[config.mk]
export PLATFORM = sky130hd
export DESIGN_NAME = spi_cmd_arbiter
export DESIGN_NICKNAME = d
export VERILOG_FILES = /design/src/rtl/spi_cmd_arbiter.sv
export SDC_FILE = /design/constraint.sdc
export NUM_CORES = 1
export LEC_CHECK = 0
export ABC_AREA = 1
export CORE_UTILIZATION = 52
export CTS_CLUSTER_DIAMETER = 30
export CTS_CLUSTER_SIZE = 8
export DETAILED_ROUTE_END_ITERATION = 10
export GPL_TIMING_DRIVEN = 0
export PLACE_DENSITY = 0.8
export SLEW_MARGIN = 20
export SYNTH_ARGS = -nofsm -noshare
export SYNTH_HDL_FRONTEND = slang
export SYNTH_SLANG_ARGS = --single-unit
[constraint.sdc]
create_clock -name clk -period 1.9 [get_ports clk]
set_clock_uncertainty 0.1 [all_clocks]
set_input_delay 0.285 -clock clk [delete_from_list [all_inputs] [get_ports clk]]
set_output_delay 0.285 -clock clk [all_outputs]
set_load 0.02 [all_outputs]
[src/rtl/spi_cmd_arbiter.sv]
// SPI master for the GPIO expander: round-robin arbiter over two
// requesters, each pair sent as a cmd frame then a data frame.
`timescale 1ns/1ps
module spi_cmd_arbiter #(
  parameter int CLK_DIV = 2,
  parameter int GAP_CYC = 4
) (
  input  logic       clk,
  input  logic       rst,
  input  logic       req0_valid,
  input  logic [7:0] req0_cmd,
  input  logic [7:0] req0_data,
  output logic       req0_ready,
  input  logic       req1_valid,
  input  logic [7:0] req1_cmd,
  input  logic [7:0] req1_data,
  output logic       req1_ready,
  output logic       rsp_valid,
  output logic       rsp_id,
  output logic [7:0] rsp_data,
  output logic       busy,
  output logic       ss,
  output logic       sclk,
  output logic       mosi,
  input  logic       miso
);

  localparam int DW = (CLK_DIV > 1) ? $clog2(CLK_DIV) : 1;
  localparam int GW = (GAP_CYC > 1) ? $clog2(GAP_CYC) : 1;
  localparam logic [DW-1:0] DIV_MAX = DW'(CLK_DIV - 1);
  localparam logic [GW-1:0] GAP_MAX = GW'(GAP_CYC - 1);

  typedef enum logic [2:0] {
    IDLE,
    CMD_FRAME,
    GAP1,
    DATA_FRAME,
    GAP2,
    DONE
  } state_t;

  state_t        state;
  logic          last_grant;
  logic          cur_id;
  logic          setup;
  logic          hi;
  logic [7:0]    data_q;
  logic [7:0]    tx;
  logic [7:0]    rx;
  logic [2:0]    bit_cnt;
  logic [DW-1:0] div_cnt;
  logic [GW-1:0] gap_cnt;
  logic [1:0]    grant;
  logic          idle;
  logic          div_end;
  logic [7:0]    sel_cmd;

  assign idle    = (state == IDLE);
  assign div_end = (div_cnt == DIV_MAX);
  assign busy    = ~idle;
  assign sel_cmd = grant[1] ? req1_cmd : req0_cmd;

  always_comb begin
    grant = 2'b00;
    unique case (1'b1)
      (req0_valid & req1_valid):
        grant = last_grant ? 2'b01 : 2'b10;
      (req0_valid & ~req1_valid):
        grant = 2'b01;
      (~req0_valid & req1_valid):
        grant = 2'b10;
      default:
        grant = 2'b00;
    endcase
  end

  // Gated by rst so no grant is visible while reset is held.
  assign req0_ready = rst & idle & grant[0];
  assign req1_ready = rst & idle & grant[1];

  always_ff @(posedge clk or negedge rst) begin
    if (!rst) begin
      state      <= IDLE;
      last_grant <= 1'b1;
      cur_id     <= 1'b0;
      setup      <= 1'b0;
      hi         <= 1'b0;
      data_q     <= '0;
      tx         <= '0;
      rx         <= '0;
      bit_cnt    <= '0;
      div_cnt    <= '0;
      gap_cnt    <= '0;
      rsp_valid  <= 1'b0;
      rsp_id     <= 1'b0;
      rsp_data   <= '0;
      ss         <= 1'b0;
      sclk       <= 1'b0;
      mosi       <= 1'b0;
    end else begin
      rsp_valid <= 1'b0;
      unique case (state)
        IDLE: begin
          if (grant != 2'b00) begin
            cur_id     <= grant[1];
            last_grant <= grant[1];
            data_q     <= grant[1] ? req1_data : req0_data;
            tx         <= sel_cmd;
            mosi       <= sel_cmd[7];
            ss         <= 1'b1;
            sclk       <= 1'b0;
            setup      <= 1'b1;
            hi         <= 1'b0;
            div_cnt    <= '0;
            bit_cnt    <= '0;
            rx         <= '0;
            state      <= CMD_FRAME;
          end
        end
        CMD_FRAME, DATA_FRAME: begin
          if (!div_end) begin
            div_cnt <= div_cnt + 1'b1;
          end else begin
            div_cnt <= '0;
            unique case (1'b1)
              setup: begin
                setup <= 1'b0;
                hi    <= 1'b1;
                sclk  <= 1'b1;
              end
              hi: begin
                hi   <= 1'b0;
                sclk <= 1'b0;
                rx   <= {rx[6:0], miso};
                if (bit_cnt != 3'd7) begin
                  mosi <= tx[6];
                  tx   <= {tx[6:0], 1'b0};
                end
              end
              default: begin
                if (bit_cnt == 3'd7) begin
                  ss      <= 1'b0;
                  gap_cnt <= '0;
                  state   <= (state == CMD_FRAME)
                             ? GAP1 : GAP2;
                end else begin
                  bit_cnt <= bit_cnt + 3'd1;
                  hi      <= 1'b1;
                  sclk    <= 1'b1;
                end
              end
            endcase
          end
        end
        GAP1: begin
          if (gap_cnt == GAP_MAX) begin
            tx      <= data_q;
            mosi    <= data_q[7];
            ss      <= 1'b1;
            sclk    <= 1'b0;
            setup   <= 1'b1;
            hi      <= 1'b0;
            div_cnt <= '0;
            bit_cnt <= '0;
            rx      <= '0;
            state   <= DATA_FRAME;
          end else begin
            gap_cnt <= gap_cnt + 1'b1;
          end
        end
        GAP2: begin
          if (gap_cnt == GAP_MAX) begin
            rsp_valid <= 1'b1;
            rsp_id    <= cur_id;
            rsp_data  <= rx;
            state     <= DONE;
          end else begin
            gap_cnt <= gap_cnt + 1'b1;
          end
        end
        DONE: state <= IDLE;
        default: state <= IDLE;
      endcase
    end
  end

endmodule
# Word level (Yosys, flattened, before mapping)
# Index checks and enable logic that the tools add are counted.
dict set report totals {
  regBits 49
  in_bits 37
  out_inout_bits 16
  wordCells 127
}
dict set report op_classes {
  addsub 3
  eq_ne 18
  n_mux 62
  bitwise_logic 9
  n_reduce_logical 18
}
# op n
set ops {}
lappend ops {{two-way mux 8 bit} 6}
lappend ops {{two-way mux 3 bit} 12}
lappend ops {{two-way mux 7 bit} 5}
lappend ops {{case mux 8 bit (3 select lines)} 1}
lappend ops {{AND reduction 6 bit} 4}
lappend ops {{case mux 7 bit (3 select lines)} 1}
lappend ops {{two-way mux 1 bit} 20}
lappend ops {{!= test 2 bit, second input constant} 9}
lappend ops {{case mux 1 bit (3 select lines)} 6}
lappend ops {{AND reduction 5 bit} 3}
lappend ops {{case mux 3 bit (4 select lines)} 1}
lappend ops {{two-way mux 2 bit} 5}
lappend ops {{case mux 3 bit (3 select lines)} 1}
lappend ops {{bitwise AND 1 bit} 6}
lappend ops {{equality test 3 x 2 -> 1 bit, second input constant} 2}
lappend ops {{equality test 3 bit, second input constant} 2}
lappend ops {{case mux 2 bit (3 select lines)} 1}
lappend ops {{OR reduction 2 bit} 3}
lappend ops {{!= test 4 bit, second input constant} 1}
lappend ops {{case mux 1 bit (2 select lines)} 2}
lappend ops {{case mux 2 bit (2 select lines)} 1}
lappend ops {{AND reduction 2 bit} 2}
lappend ops {{AND reduction 4 bit} 1}
lappend ops {{nonzero test 2 bit} 2}
lappend ops {{11 further kinds} 13}

# Logic depth before layout (Yosys ltp)
dict set report logic_depth {
  ltp_word 6
  ltp_mapped 9
}

# Worst setup path after synthesis
# OpenSTA, ideal clock, no wires.
dict set report synth_timing {
  kind {flip-flop to output port}
  start {reg state[0]}
  end {out req0_ready}
  arrival_ns 1.368
  required_ns 1.515
  setup_slack_ns 0.147
  stages_incl_launch_ff 4
  n_path_buf 0
  path_cell_list {dfrtp_1 -> nor2_4 -> nand2_2 -> nor3_1}
}
dict set report synth_between {
  elab_chain_cells 3
}
# element line_no
set synth_rtl {}
lappend synth_rtl {{from (decl)} 42} ;# state_t state;
lappend synth_rtl {{from (signal assigned)} 144} ;# state <= (state == CMD_FRAME)
lappend synth_rtl {{logical NOT 3 bit} 58} ;# assign idle = (state == IDLE);
lappend synth_rtl {{bitwise AND 1 bit (2 in a row)} 78} ;# assign req0_ready = rst & idle & grant[0];
lappend synth_rtl {{to (decl)} 13} ;# output logic req0_ready,
# Every way passes these cells.

# Worst setup path after layout
dict set report layout_timing {
  start {in req0_valid}
  end {out req1_ready}
}
dict set report layout_between {
  elab_chain_cells 4
  elab_cells_between_ends 6
  cone_classes {mux (1); bitwise (5)}
}
# element line_no
set layout_rtl {}
lappend layout_rtl {{from (decl)} 10} ;# input logic req0_valid,
lappend layout_rtl {{inverter 1 bit} 70} ;# (~req0_valid & req1_valid):
lappend layout_rtl {{bitwise AND 1 bit} 70}
lappend layout_rtl {{case mux 2 bit (3 select lines) (*)} 65} ;# unique case (1'b1)
lappend layout_rtl {{bitwise AND 1 bit (*)} 79} ;# assign req1_ready = rst & idle & grant[1];
lappend layout_rtl {{to (decl)} 17} ;# output logic req1_ready,
# Every way passes the cells marked *; elsewhere a longest branch is shown, timed or not.

==> metrics.yaml <==
routing:
  drtIter0Drc: 178
  vias: 2389
  drt-total-wl_um: 5712
  drtAntennaViolNets: 0
  route.detailed.drc: 0
  wl_per_cell_um: 11.63
  drt_first_pass_iters: 4
  vias_per_cell: 4.866
cts:
  clockRootBuffer: "clkbuf_8"
  cts_num_sinks: 49
  clk_pin_slew_ns: 0.09
  cts_tree: "done"
  cts_made_buffers: 5
  cts_buffer_depth: 2
  h-tree-depth: 2
  clk_latency_ns: 0.30
logic_synthesis:
  synth_nets: 398
  yosysTopAreaCell: "dfrtp_1"
  synth_top_area_share: 0.4406
  synth_edf_count: 0
  ys_async_sr_fraction: 1.000
  yosysWarnings: 0
  synth_area_leaders: "dfrtp_1 44%, nand2_1 16%, inv_1 6.7%, nor2_1 5.5%, o21ai_0 4.2%"
  ys_ff_latch: 49
  yosysMostFrequentCell: "nand2_1"
  ys.flop_type: "dfrtp_1"
  syn-cell-area_sq_um: 2726
  yosys-top-cells-count: "115 x nand2_1, 49 x inv_1, 48 x dfrtp_1"
  ys_seq_area_frac: 0.4502
  synth.avg_cell_area_sq_um: 7.616
  synth_cells: 358
  ys_types: 27
die:
  initial_utilization: 0.5587
  die_w_um: 74.41
  dieArea_sq_um: 5537
  die_h_um: 74.41
  core_area_sq_um: 4880
  pin_count: 53
  row_count: 25
power:
  clockPowerShare: 0.160
  seqPwrFrac: 0.338
  ir_worst_vdd_mv: 0.6414
  power-per-cell-area_nw_per_um2: 1312
  p_leak_nw: 1.797
  sw_frac_of_total: 0.4358
  internal_power_mw: 2.632
  switchingPower_mw: 2.033
  pwr-share-comb: 0.502
sta:
  max_slew_margin: 0.5953
  setup_violations: 0
  rsz0062_at_grt: "no"
  whs_ns: 0.09901
  period_minus_slack_ns: 1.828
  worst_pin_slew_ns: 0.6030
  finalCritPeriodShare: 0.9623
  timing.fmax_ghz: 0.5469
  finalMaxSlewViolations: 0
  report.final.hold_viol_count: 0
  fin_tns_setup_ns: 0
final_layout:
  fin_area_sq_um: 3555
  layout.nets: 463
  antenna_cells: 0
  drive_gt1_frac: 0.1250
  final_cells: 491
  syn2layout_area_growth_pct: 30.38
  fin_util: 0.7285
grt:
  gr-total-overflow: 0
  grt_antenna_before_repair: 0
  grt_pass1_vias: 2252
  track_usage: 0.2335
  grt_max_degree: 26
  grt_pass1_wl_um: 9963
placement:
  place_hpwl_um: 4388
  numPortBuffers: 52
  gp_congestion: 0.8542
  numPlacedInstances: 478
  dpl-instance-area_sq_um: 3353
setup_path:
  startpoint_type: "input port"
  critPathRequiredTime_ns: 1.51
  endpoint_kind: "output pin"
  crit_fanout: 18
  cp_data_arrival_time_ns: 1.44
  critPathKind: "input port to output pin"
flow_run:
  drv_cap: 0
outcome:
  status: "finished clean"
hold_path:
  hold_path_class: "input port to asynchronous set/reset pin"
## repair_timing
action / in CTS / in global routing
hold buffers: 5 / 0
pin swaps: 1 / 0
hold endpoints to repair: 25 / 0
setup endpoints to repair: 3 / 2
resized for setup: 20 / 1
buffers inserted: 1 / 0
## logic make-up (layout without fill, tap and decap cells)
| kind of cell | Yosys count | count (layout) | synth area share |
|---|---|---|---|
| AOI/OAI and AO/OA | 38 | 38 | 0.07848 |
| adders and majority gates | 3 | 3 | 0.01377 |
| buffers and inverters | 60 | 126 | 0.09316 |
| DFF | 49 | 49 | 0.4502 |
| and+or+nand+nor | 208 | 208 | 0.3644 |
## per-layer routing
metal  GRT usage  wire length [um]
met4     0.06499                80
met3     0.03930               203
met1      0.3048              2560
met2      0.4004              2866
met5           0                 0
## cell type report
cell class              count  area, sq um
plain buffers               6        51.30
clock buffers               5        68.82
clock inverters             3        46.29
fillers                   415         1325
inverters                  53        203.9
multi-input cells         249         1265
flip-flops and latches     49         1229
well taps                  67        83.83
repair buffers             59        606.8
## critical path, stage by stage
cell	delay, ns
clkdlybuf4s50_1	0.48
nand2_4	0.16
nand2_4	0.14
nor3_1	0.18
buf_2	0.19
## registers in the layout (all words and copies together), names as in the netlist
name / cells
state: 3
last_grant: 1
hi: 1
sclk: 1
setup: 1
tx: 7
mosi: 1
rsp_id: 1
bit_cnt: 3
gap_cnt: 2
cur_id: 1
rsp_data: 8
rx: 8
ss: 1
rsp_valid: 1
data_q: 8
div_cnt: 1
## metrics by stage
stage | total power [mW] | setup WS [ns]
after floorplan | 3.286 | 0.1475
after global placement | 3.796 | -1.886
after detailed placement | 3.886 | -0.7334
after CTS | 4.672 | 0.06380
after global routing | 5.082 | 0.004447
final | 4.665 | 0.07159
## power groups by stage
stage	combinational (mW)	sequential, mW	clock, mW
detailed placement	2.30	1.58	0
global placement	2.22	1.58	0
CTS	2.34	1.57	0.762
floorplan	1.71	1.58	0
finish	2.34	1.58	0.747
global route	2.67	1.62	0.794
## cell usage in the layout (no fill, tap or decap), types with 2 or more instances in the layout
cell,Yosys,routed
nand3b_1,9,9
inv_4,1,2
ha_1,3,3
nand3_1,17,17
buf_2,3,5
inv_1,49,49
nand3_2,2,2
or2_2,8,8
nand2_1,115,113
o21ai_0,23,23
dlygate4sd3_1,0,2
buf_6,2,3
nor2_4,5,5
nand2_4,0,3
o211ai_1,8,8
buf_12,0,2
nand3_4,3,3
nor3_1,2,2
clkbuf_8,0,5
inv_2,3,2
a21oi_1,2,2
buf_4,2,3
nand4_2,2,2
nand4_1,3,3
clkdlybuf4s50_1,0,48
dfrtp_1,48,47
nor2_1,40,40
o21ai_1,4,4
## worst paths after layout
check | startpoint | end | slack, ns | depth (start not counted)
min in group clk | ss | ss | 0.38 | 2
max in group asynchronous | rst | state[0] | 1.01 | 4
max reg2reg | bit_cnt[0] | bit_cnt[2] | 0.11 | 6
min | rst | rx[1] | 0.1 | 3
max | req0_valid | req1_ready | 0.07 | 5
min reg2reg | ss | ss | 0.38 | 2
No activity file was read; power rests on OpenSTA's default activity.
